## config.mk

```make
export PLATFORM = sky130hd
export DESIGN_NAME = seg7_scan_driver
export DESIGN_NICKNAME = d
export VERILOG_FILES = /design/src/rtl/seg7_scan_driver.sv
export SDC_FILE = /design/constraint.sdc
export NUM_CORES = 1
export LEC_CHECK = 0
export BUFFER_PORTS_ARGS = -buffer_cell sky130_fd_sc_hd__buf_2
export CAP_MARGIN = 20
export CORE_MARGIN = 8
export CORE_UTILIZATION = 62
export CTS_BUF_LIST = sky130_fd_sc_hd__clkbuf_16
export DETAILED_ROUTE_END_ITERATION = 7
export HOLD_SLACK_MARGIN = 0.12
export PLACE_DENSITY = 0.95
export RECOVER_POWER = 50
export SLEW_MARGIN = 10
export SYNTH_ARGS = -nofsm -noshare
export SYNTH_HDL_FRONTEND = slang
export SYNTH_SLANG_ARGS = --single-unit
```

## constraint.sdc

```tcl
create_clock -name clk -period 4.6 [get_ports clk]
set_input_delay 0 -clock clk [delete_from_list [all_inputs] [get_ports clk]]
set_output_delay 0 -clock clk [all_outputs]
set_load 0.02 [all_outputs]
```

## src/rtl/seg7_scan_driver.sv

```systemverilog
// Time-multiplexed hex driver for a bank of 7-segment digits. Scans one digit per slot
// with dead time. New data is double-buffered and goes live only at a frame boundary.
module seg7_scan_driver #(
    parameter int DIGITS   = 4,
    parameter int CLK_DIV  = 50000,
    parameter int DEAD     = 2,
    parameter int SEG_INV  = 0,
    parameter int LINE_INV = 0,
    localparam int IW      = (DIGITS > 1) ? $clog2(DIGITS) : 1
) (
    input  logic                  clk,
    input  logic                  rst_n,
    input  logic                  load,
    input  logic [4*DIGITS-1:0]   data,
    input  logic [DIGITS-1:0]     dp_in,
    input  logic [DIGITS-1:0]     en_mask,
    input  logic                  blank_lz,
    output logic [6:0]            seg,
    output logic                  dp,
    output logic [DIGITS-1:0]     line,
    output logic [IW-1:0]         digit_idx,
    output logic                  frame_tick,
    output logic                  pending
);

    localparam int   CW = $clog2(CLK_DIV);
    localparam logic SI = (SEG_INV != 0);
    localparam logic LI = (LINE_INV != 0);

    logic [CW-1:0]         cnt_reg;
    logic [4*DIGITS-1:0]   active_data_reg;
    logic [4*DIGITS-1:0]   shadow_data_reg;
    logic [DIGITS-1:0]     active_dp_reg;
    logic [DIGITS-1:0]     shadow_dp_reg;

    logic                  slot_end;
    logic                  boundary;
    logic                  digit_on;
    logic [6:0]            seg_next;
    logic                  dp_next;
    logic [DIGITS-1:0]     line_next;

    logic [3:0]            nib [DIGITS];
    logic [DIGITS-1:0]     lz_blank;

    assign slot_end = (cnt_reg == CW'(CLK_DIV - 1));
    assign boundary = slot_end && (digit_idx == IW'(DIGITS - 1));

    // A digit is a leading zero when it and every more significant nibble are zero.
    genvar gi;
    generate
        for (gi = 0; gi < DIGITS; gi++) begin : g_digit
            assign nib[gi] = active_data_reg[4*gi +: 4];
            if (gi == 0) begin : g_lsd
                assign lz_blank[gi] = 1'b0;
            end else begin : g_upper
                assign lz_blank[gi] = blank_lz && (active_data_reg[4*DIGITS-1 : 4*gi] == '0);
            end
        end
    endgenerate

    function automatic logic [6:0] decode(input logic [3:0] n);
        case (n)
            4'h0: decode = 7'b1111110;
            4'h1: decode = 7'b0110000;
            4'h2: decode = 7'b1101101;
            4'h3: decode = 7'b1111001;
            4'h4: decode = 7'b0110011;
            4'h5: decode = 7'b1011011;
            4'h6: decode = 7'b1011111;
            4'h7: decode = 7'b1110000;
            4'h8: decode = 7'b1111111;
            4'h9: decode = 7'b1111011;
            4'hA: decode = 7'b1110111;
            4'hB: decode = 7'b0011111;
            4'hC: decode = 7'b1001110;
            4'hD: decode = 7'b0111101;
            4'hE: decode = 7'b1001111;
            default: decode = 7'b1000111;
        endcase
    endfunction

    always_comb begin
        digit_on  = (cnt_reg >= CW'(DEAD)) && en_mask[digit_idx];
        seg_next  = 7'b0000000;
        dp_next   = 1'b0;
        line_next = '0;
        if (digit_on) begin
            seg_next  = lz_blank[digit_idx] ? 7'b0000000 : decode(nib[digit_idx]);
            dp_next   = active_dp_reg[digit_idx];
            line_next = DIGITS'(1) << digit_idx;
        end
    end

    always_ff @(posedge clk or negedge rst_n) begin
        if (!rst_n) begin
            cnt_reg         <= '0;
            digit_idx       <= '0;
            active_data_reg <= '0;
            active_dp_reg   <= '0;
            shadow_data_reg <= '0;
            shadow_dp_reg   <= '0;
            pending         <= 1'b0;
            frame_tick      <= 1'b0;
            seg             <= {7{SI}};
            dp              <= SI;
            line            <= {DIGITS{LI}};
        end else begin
            cnt_reg <= slot_end ? '0 : cnt_reg + 1'b1;
            if (slot_end) begin
                digit_idx <= (digit_idx == IW'(DIGITS - 1)) ? '0 : digit_idx + 1'b1;
            end
            frame_tick <= boundary;
            // A load landing on the boundary still hands the older shadow to active.
            if (boundary && pending) begin
                active_data_reg <= shadow_data_reg;
                active_dp_reg   <= shadow_dp_reg;
            end
            if (load) begin
                shadow_data_reg <= data;
                shadow_dp_reg   <= dp_in;
                pending         <= 1'b1;
            end else if (boundary) begin
                pending <= 1'b0;
            end
            seg  <= seg_next ^ {7{SI}};
            dp   <= dp_next ^ SI;
            line <= line_next ^ {DIGITS{LI}};
        end
    end

endmodule

```

==> metrics.csv, run 1 <==
metric,value,unit
via_count,2202,
placedInstanceArea,3610,sq um
cts.path.max_buffers,2,
start_util,0.647,
netlist_area,3340,sq um
yosysTopAreaCell,dfrtp_1,
final.period_utilization,0.633,
r2r_cells,5,
htreeDepth,3,
drt_wl_total,7180,um
vias_per_cell,5.62,
fillCellCount,295,
relSlewSlack,0.423,
clk_root_buffer_cell,clkbuf_16,
dieHeight,89.4,um
die_area,8000,sq um
arrival,3.12,ns
drc_errors,0,
status,"finished, final reports clean",
rows,26,
critPathRequiredTime,4.81,ns
hp-start,load,
synth-seq-cells,72,
track_usage,0.199,
tightest_slew,0.865,ns
cts_sinks,72,
setup_tns,0,ns
reg2reg_slack,1.69,ns
clk_pin_slew,0.06,ns
grt_pass1_wl,11500,um
hpwlAfterDp,4680,um
power_density,362,nW/um^2
hold_class,in -> reg,
postCtsSetupBuffers,0,
gp_congestion,0.895,
cp-end-kind,flip-flop,
grt_max_degree,73,
wl_per_cell,18.3,um
die_w,89.4,um
skew,0.00808,ns
grt.overflow.total,0,
crit_path_max_fanout,20,
yosysSeqAreaShare,0.539,
rsz0062_at_grt,false,
fin_nets,357,
synth.avg_cell_area,13.4,sq um
fin_cells,392,
drt_iter0_markers,174,
antenna_found_initial,0,
path_class,reg -> reg,
drtPass1Iterations,4,
hold_depth,2,
drv_slew,0,
vdd_ir_drop_max,0.365,mV
area_delta_synth_final,23.4,%
grt_pass1_vias,2320,
n_antenna_cell,0,
ant_nets,0,
timing.fmax,344,MHz
ioPinCount,44,
synthCells,249,
cap_violations,0,
p_total,0.00150,W
drive_gt1_frac,0.298,
hold_viol,0,
ys_top_cells_by_area,"dfrtp_1 (54%), mux2_4 (9.0%), mux2_2 (7.1%)",
setup_viol_count_final,0,
multi_input_area,1460,sq um
worstSetupStartpointType,flip-flop,
coreArea,5170,sq um
worstHoldEndpoint,pending,
portBuffers,43,
r2r-start,cnt_reg[13],
leakagePower,1.96,nW
synth_nets,289,
insertion_delay,0.34,ns
yosysTopAreaCellShare,0.539,
r2r_end,active_data_reg[6],
cts_tree,yes,
finalCriticalPeriod,2.91,ns
cts_made_buffers,9,
yosys_warnings,0,
synth_cell_types,35,
final_cell_area,4130,sq um
seqCellArea,1800,sq um
dp_cells,355,
-- placed cells by master, fill, tap and decap left out, types with 2 or more instances in the layout --
cell type | synthesis | final
dfrtp_1 | 72 | 72
buf_2 | 3 | 29
dlygate4sd3_1 | 0 | 21
mux2_2 | 21 | 20
mux2_4 | 20 | 20
nor2_1 | 17 | 17
nand2_1 | 14 | 14
clkbuf_1 | 3 | 14
ha_1 | 12 | 12
inv_1 | 10 | 10
clkbuf_16 | 0 | 9
mux4_2 | 7 | 7
nand3_1 | 7 | 7
xor2_1 | 7 | 7
nor4_1 | 6 | 6
and2_1 | 6 | 6
xnor2_1 | 6 | 6
mux2i_1 | 5 | 5
o21ai_0 | 4 | 4
nor3_1 | 3 | 3
and3_1 | 3 | 3
a21oi_1 | 3 | 3
a221oi_1 | 3 | 3
or3_1 | 2 | 2
o22ai_1 | 2 | 2
inv_6 | 0 | 2
clkinv_4 | 0 | 2
bufinv_16 | 0 | 2
-- through the flow --
step                      setup slack, ns  hold WS, ns   util
after detailed placement             1.71        0.236  0.697
after floorplan                      2.37       -0.296      -
final                                1.69        0.185  0.798
after global routing                 1.43        0.205  0.798
after CTS                            1.67        0.171  0.801
after global placement               1.78        0.231  0.697
-- synthesized netlist by cell type --
library cell	count
nor4_2	1
dfrtp_1	72
inv_1	10
o21ai_0	4
and3_1	3
nand2_1	14
a311oi_1	1
nor4_4	1
mux2_4	20
o21bai_1	1
nand3_1	7
nand4_1	1
o22ai_1	2
nor3_1	3
a221oi_1	3
mux4_2	7
a21oi_1	3
mux2_2	21
nor2_1	17
a2bb2oi_1	1
clkbuf_1	3
nand2b_1	1
xor2_1	7
xnor2_1	6
or3_1	2
o21a_1	1
a211oi_1	1
nor4_1	6
buf_6	2
nand3_2	1
and2_1	6
buf_2	3
o21ai_1	1
mux2i_1	5
ha_1	12
-- cell type report --
type                            instances  area share
Sequential cell                        72       0.437
Multi-Input combinational cell        159       0.353
Timing Repair Buffer                   65       0.101
Clock buffer                            9      0.0546
Clock inverter                          7      0.0249
Tap cell                               70      0.0212
Inverter                               10     0.00910
-- layer usage --
layer,track usage,up-vias,routed length (um)
met5,0,-,0
met4,0.0876,0,204
met3,0.0671,21,378
met2,0.324,75,3570
met1,0.234,1090,3020
li1,-,1016,-
-- critical path: stages (launching register included) --
cell,delay (ns)
dfrtp_1,0.43
nor4_2,0.27
nand2_1,0.15
nor4_4,0.72
nand3_2,0.70
mux2_4,0.52
-- worst max-delay path by stage --
stage                 startpoint                 end  slack (ns)
floorplan           digit_idx[0]              seg[3]        2.37
global placement     cnt_reg[13]    active_dp_reg[0]        1.78
detailed placement   cnt_reg[13]  active_data_reg[2]        1.71
CTS                  cnt_reg[13]  active_data_reg[6]        1.67
global route         cnt_reg[12]  active_data_reg[6]        1.43
finish               cnt_reg[13]  active_data_reg[6]        1.69
-- cell families (layout without fill, tap and decap cells) --
kind of cell             count (synthesis)  in the layout  synth area share
buffers and inverters                   18             91            0.0258
XOR/XNOR                                13             13            0.0340
multiplexers                            53             53             0.223
AO/OA/AOI/OAI                           18             18            0.0355
AND/OR/NAND/NOR                         63             63            0.0984
flip-flops                              72             72             0.539
adder cells (fa/ha/maj)                 12             12            0.0449
-- timing repair --
| action | in CTS | in global routing |
|---|---|---|
| gates resized for setup | 0 | 0 |
| endpoints found under the hold margin | 92 | 0 |
| hold buffers | 21 | 0 |
| setup endpoints to repair | 0 | 0 |
-- where the power goes --
group / switching, W / internal (W) / total, W
Combinational: 0.0000346 / 0.0000396 / 0.0000742
Clock: 0.000275 / 0.000480 / 0.000755
Sequential: 0.0000126 / 0.000654 / 0.000667
Total: 0.000322 / 0.00117 / 0.00150
No activity file was read; power rests on OpenSTA's default activity.
==> run 2, diff against run 1 <==
--- a/config.mk
+++ b/config.mk
@@ -8,11 +8,11 @@
 export BUFFER_PORTS_ARGS = -buffer_cell sky130_fd_sc_hd__buf_2
 export CAP_MARGIN = 20
 export CORE_MARGIN = 8
-export CORE_UTILIZATION = 62
+export CORE_UTILIZATION = 57
 export CTS_BUF_LIST = sky130_fd_sc_hd__clkbuf_16
 export DETAILED_ROUTE_END_ITERATION = 7
 export HOLD_SLACK_MARGIN = 0.12
-export PLACE_DENSITY = 0.95
+export PLACE_DENSITY = 0.89
 export RECOVER_POWER = 50
 export SLEW_MARGIN = 10
 export SYNTH_ARGS = -nofsm -noshare
==> constraint.sdc (replaced) <==
create_clock -name clk -period 3 [get_ports clk]
set_input_delay 0 -clock clk [delete_from_list [all_inputs] [get_ports clk]]
set_output_delay 0 -clock clk [all_outputs]
set_load 0.02 [all_outputs]
==> run 2 against run 1 <==
Net effect: die area grew 7.2%; count of clock-buffer cells in the layout is the same; global-route usage shrank 2.4 points; sequential power grew 53%; largest cell class unchanged; highest routed layer unchanged.
==> metrics.csv, run 2 (synthesis results as in run 1) <==
metric,value,unit
cp-end-kind,flip-flop,
postCtsSetupBuffers,0,
r2r_cells,6,
hold_viol,0,
final_util,0.720,
coreArea,5780,sq um
slowest_delay,0.68,ns
ant_nets,0,
worstSetupStartpointType,flip-flop,
path_cells,mux4_2 -> inv_1 -> ha_1 -> inv_1 -> mux4_2 -> nor2_1,
drt_wl_total,6860,um
critPathRequiredTime,3.26,ns
portBuffers,43,
fillCellCount,391,
drv_slew,0,
hold_class,in -> reg,
r2r_end,seg[3],
clk_pin_slew,0.06,ns
antenna_found_initial,0,
cp.buffers_inverters,2,
start_util,0.579,
vdd_ir_drop_max,0.378,mV
cts.path.max_buffers,2,
tightest_slew,1.19,ns
reg2reg_slack,0.71,ns
status,"finished, final reports clean",
cts_made_buffers,9,
grt_max_degree,27,
leakagePower,1.98,nW
die_area,8570,sq um
cp_slowest_cell,dfrtp_1,
hpwlAfterDp,4560,um
hold_depth,4,
grt_pass1_vias,2363,
final.period_utilization,0.765,
worstHoldEndpoint,seg[2],
hp-start,blank_lz,
n_antenna_cell,0,
crit_path_max_fanout,11,
drtPass1Iterations,5,
die_w,92.6,um
path_class,reg -> reg,
skew,0.00551,ns
insertion_delay,0.33,ns
vias_per_cell,5.44,
relSlewSlack,0.209,
setup_tns,0,ns
r2r-start,digit_idx[0],
power_density,558,nW/um^2
via_count,2174,
arrival,2.55,ns
gp_congestion,0.938,
whs,0.183,ns
drt_iter0_markers,154,
htreeDepth,3,
crit_family,multiplexers,
final_cell_mix,"dfrtp_1 (72), buf_2 (28), mux2_2 (21), dlygate4sd3_1 (21), mux2_4 (20)",
drive_gt1_frac,0.302,
setup_viol_count_final,0,
ioPinCount,44,
wl_per_cell,17.1,um
grt.overflow.total,0,
final_common_cell,dfrtp_1,
timing.fmax,436,MHz
fin_nets,360,
grt_pass1_wl,11600,um
rsz0062_at_grt,false,
cts_sinks,72,
drc_errors,0,
dieHeight,92.6,um
area_delta_synth_final,24.5,%
rows,28,
track_usage,0.175,
cap_violations,0,
finalCriticalPeriod,2.29,ns
clk_root_buffer_cell,clkbuf_16,
cts_tree,yes,
## run 2: cell types whose count changed in the layout (fill, tap and decap cells not counted), sizes merged
cell / before / now
bufinv: 2 / 3
clkbuf: 23 / 24
inv: 12 / 11
buf: 30 / 32
## run 2: power by group
part / internal, W / total [W] / switching, W
Sequential: 0.00100 / 0.00102 / 0.0000175
Clock: 0.000805 / 0.00119 / 0.000385
Combinational: 0.0000617 / 0.000114 / 0.0000520
## run 2: how the worst max path moves through the flow
stage | from | end | slack, ns | cells past startpoint
floorplan | digit_idx[0] | seg[3] | 0.77 | 7
global placement | digit_idx[0] | seg[3] | 0.78 | 6
detailed placement | digit_idx[0] | seg[3] | 0.70 | 6
CTS | digit_idx[0] | seg[3] | 0.67 | 6
global route | digit_idx[0] | seg[6] | 0.46 | 8
finish | digit_idx[0] | seg[3] | 0.71 | 6
## run 2: what timing repair did
item                                   4_1_cts  5_1_grt
hold buffers                                21        0
endpoints found under the hold margin       41        0
resized for setup                            0        0
## run 2: area by class of cell
type,count,area [sq um],area share
Multi-Input combinational cell,159,1460,0.350
Clock inverter,7,111,0.0268
Clock buffer,9,225,0.0541
Sequential cell,72,1800,0.433
Inverter,10,37.5,0.00902
Tap cell,75,93.8,0.0225
Timing Repair Buffer,68,437,0.105
## run 2: metrics by stage
step	cells	worst slack, ns	power (W)	instance area (sq um)
finish	400	0.706	0.00232	4160
global route	400	0.456	0.00241	4160
CTS	400	0.673	0.00235	4180
detailed placement	363	0.704	0.00113	3630
global placement	363	0.782	0.00113	3630
floorplan	249	0.770	0.00108	3340
## run 2: worst reg2reg max path, delay by kind of cell (launching register included)
family | cells | cell delay, ns
flops | 1 | 0.68
mux | 2 | 1.08
simple gates | 1 | 0.10
fa+ha+maj | 1 | 0.18
buf+inv | 2 | 0.20
## run 2: metal layers
layer | part of all wire | track usage
met1 | 0.44 | 0.226
met2 | 0.48 | 0.257
met3 | 0.053 | 0.0421
met4 | 0.022 | 0.118
met5 | 0 | 0
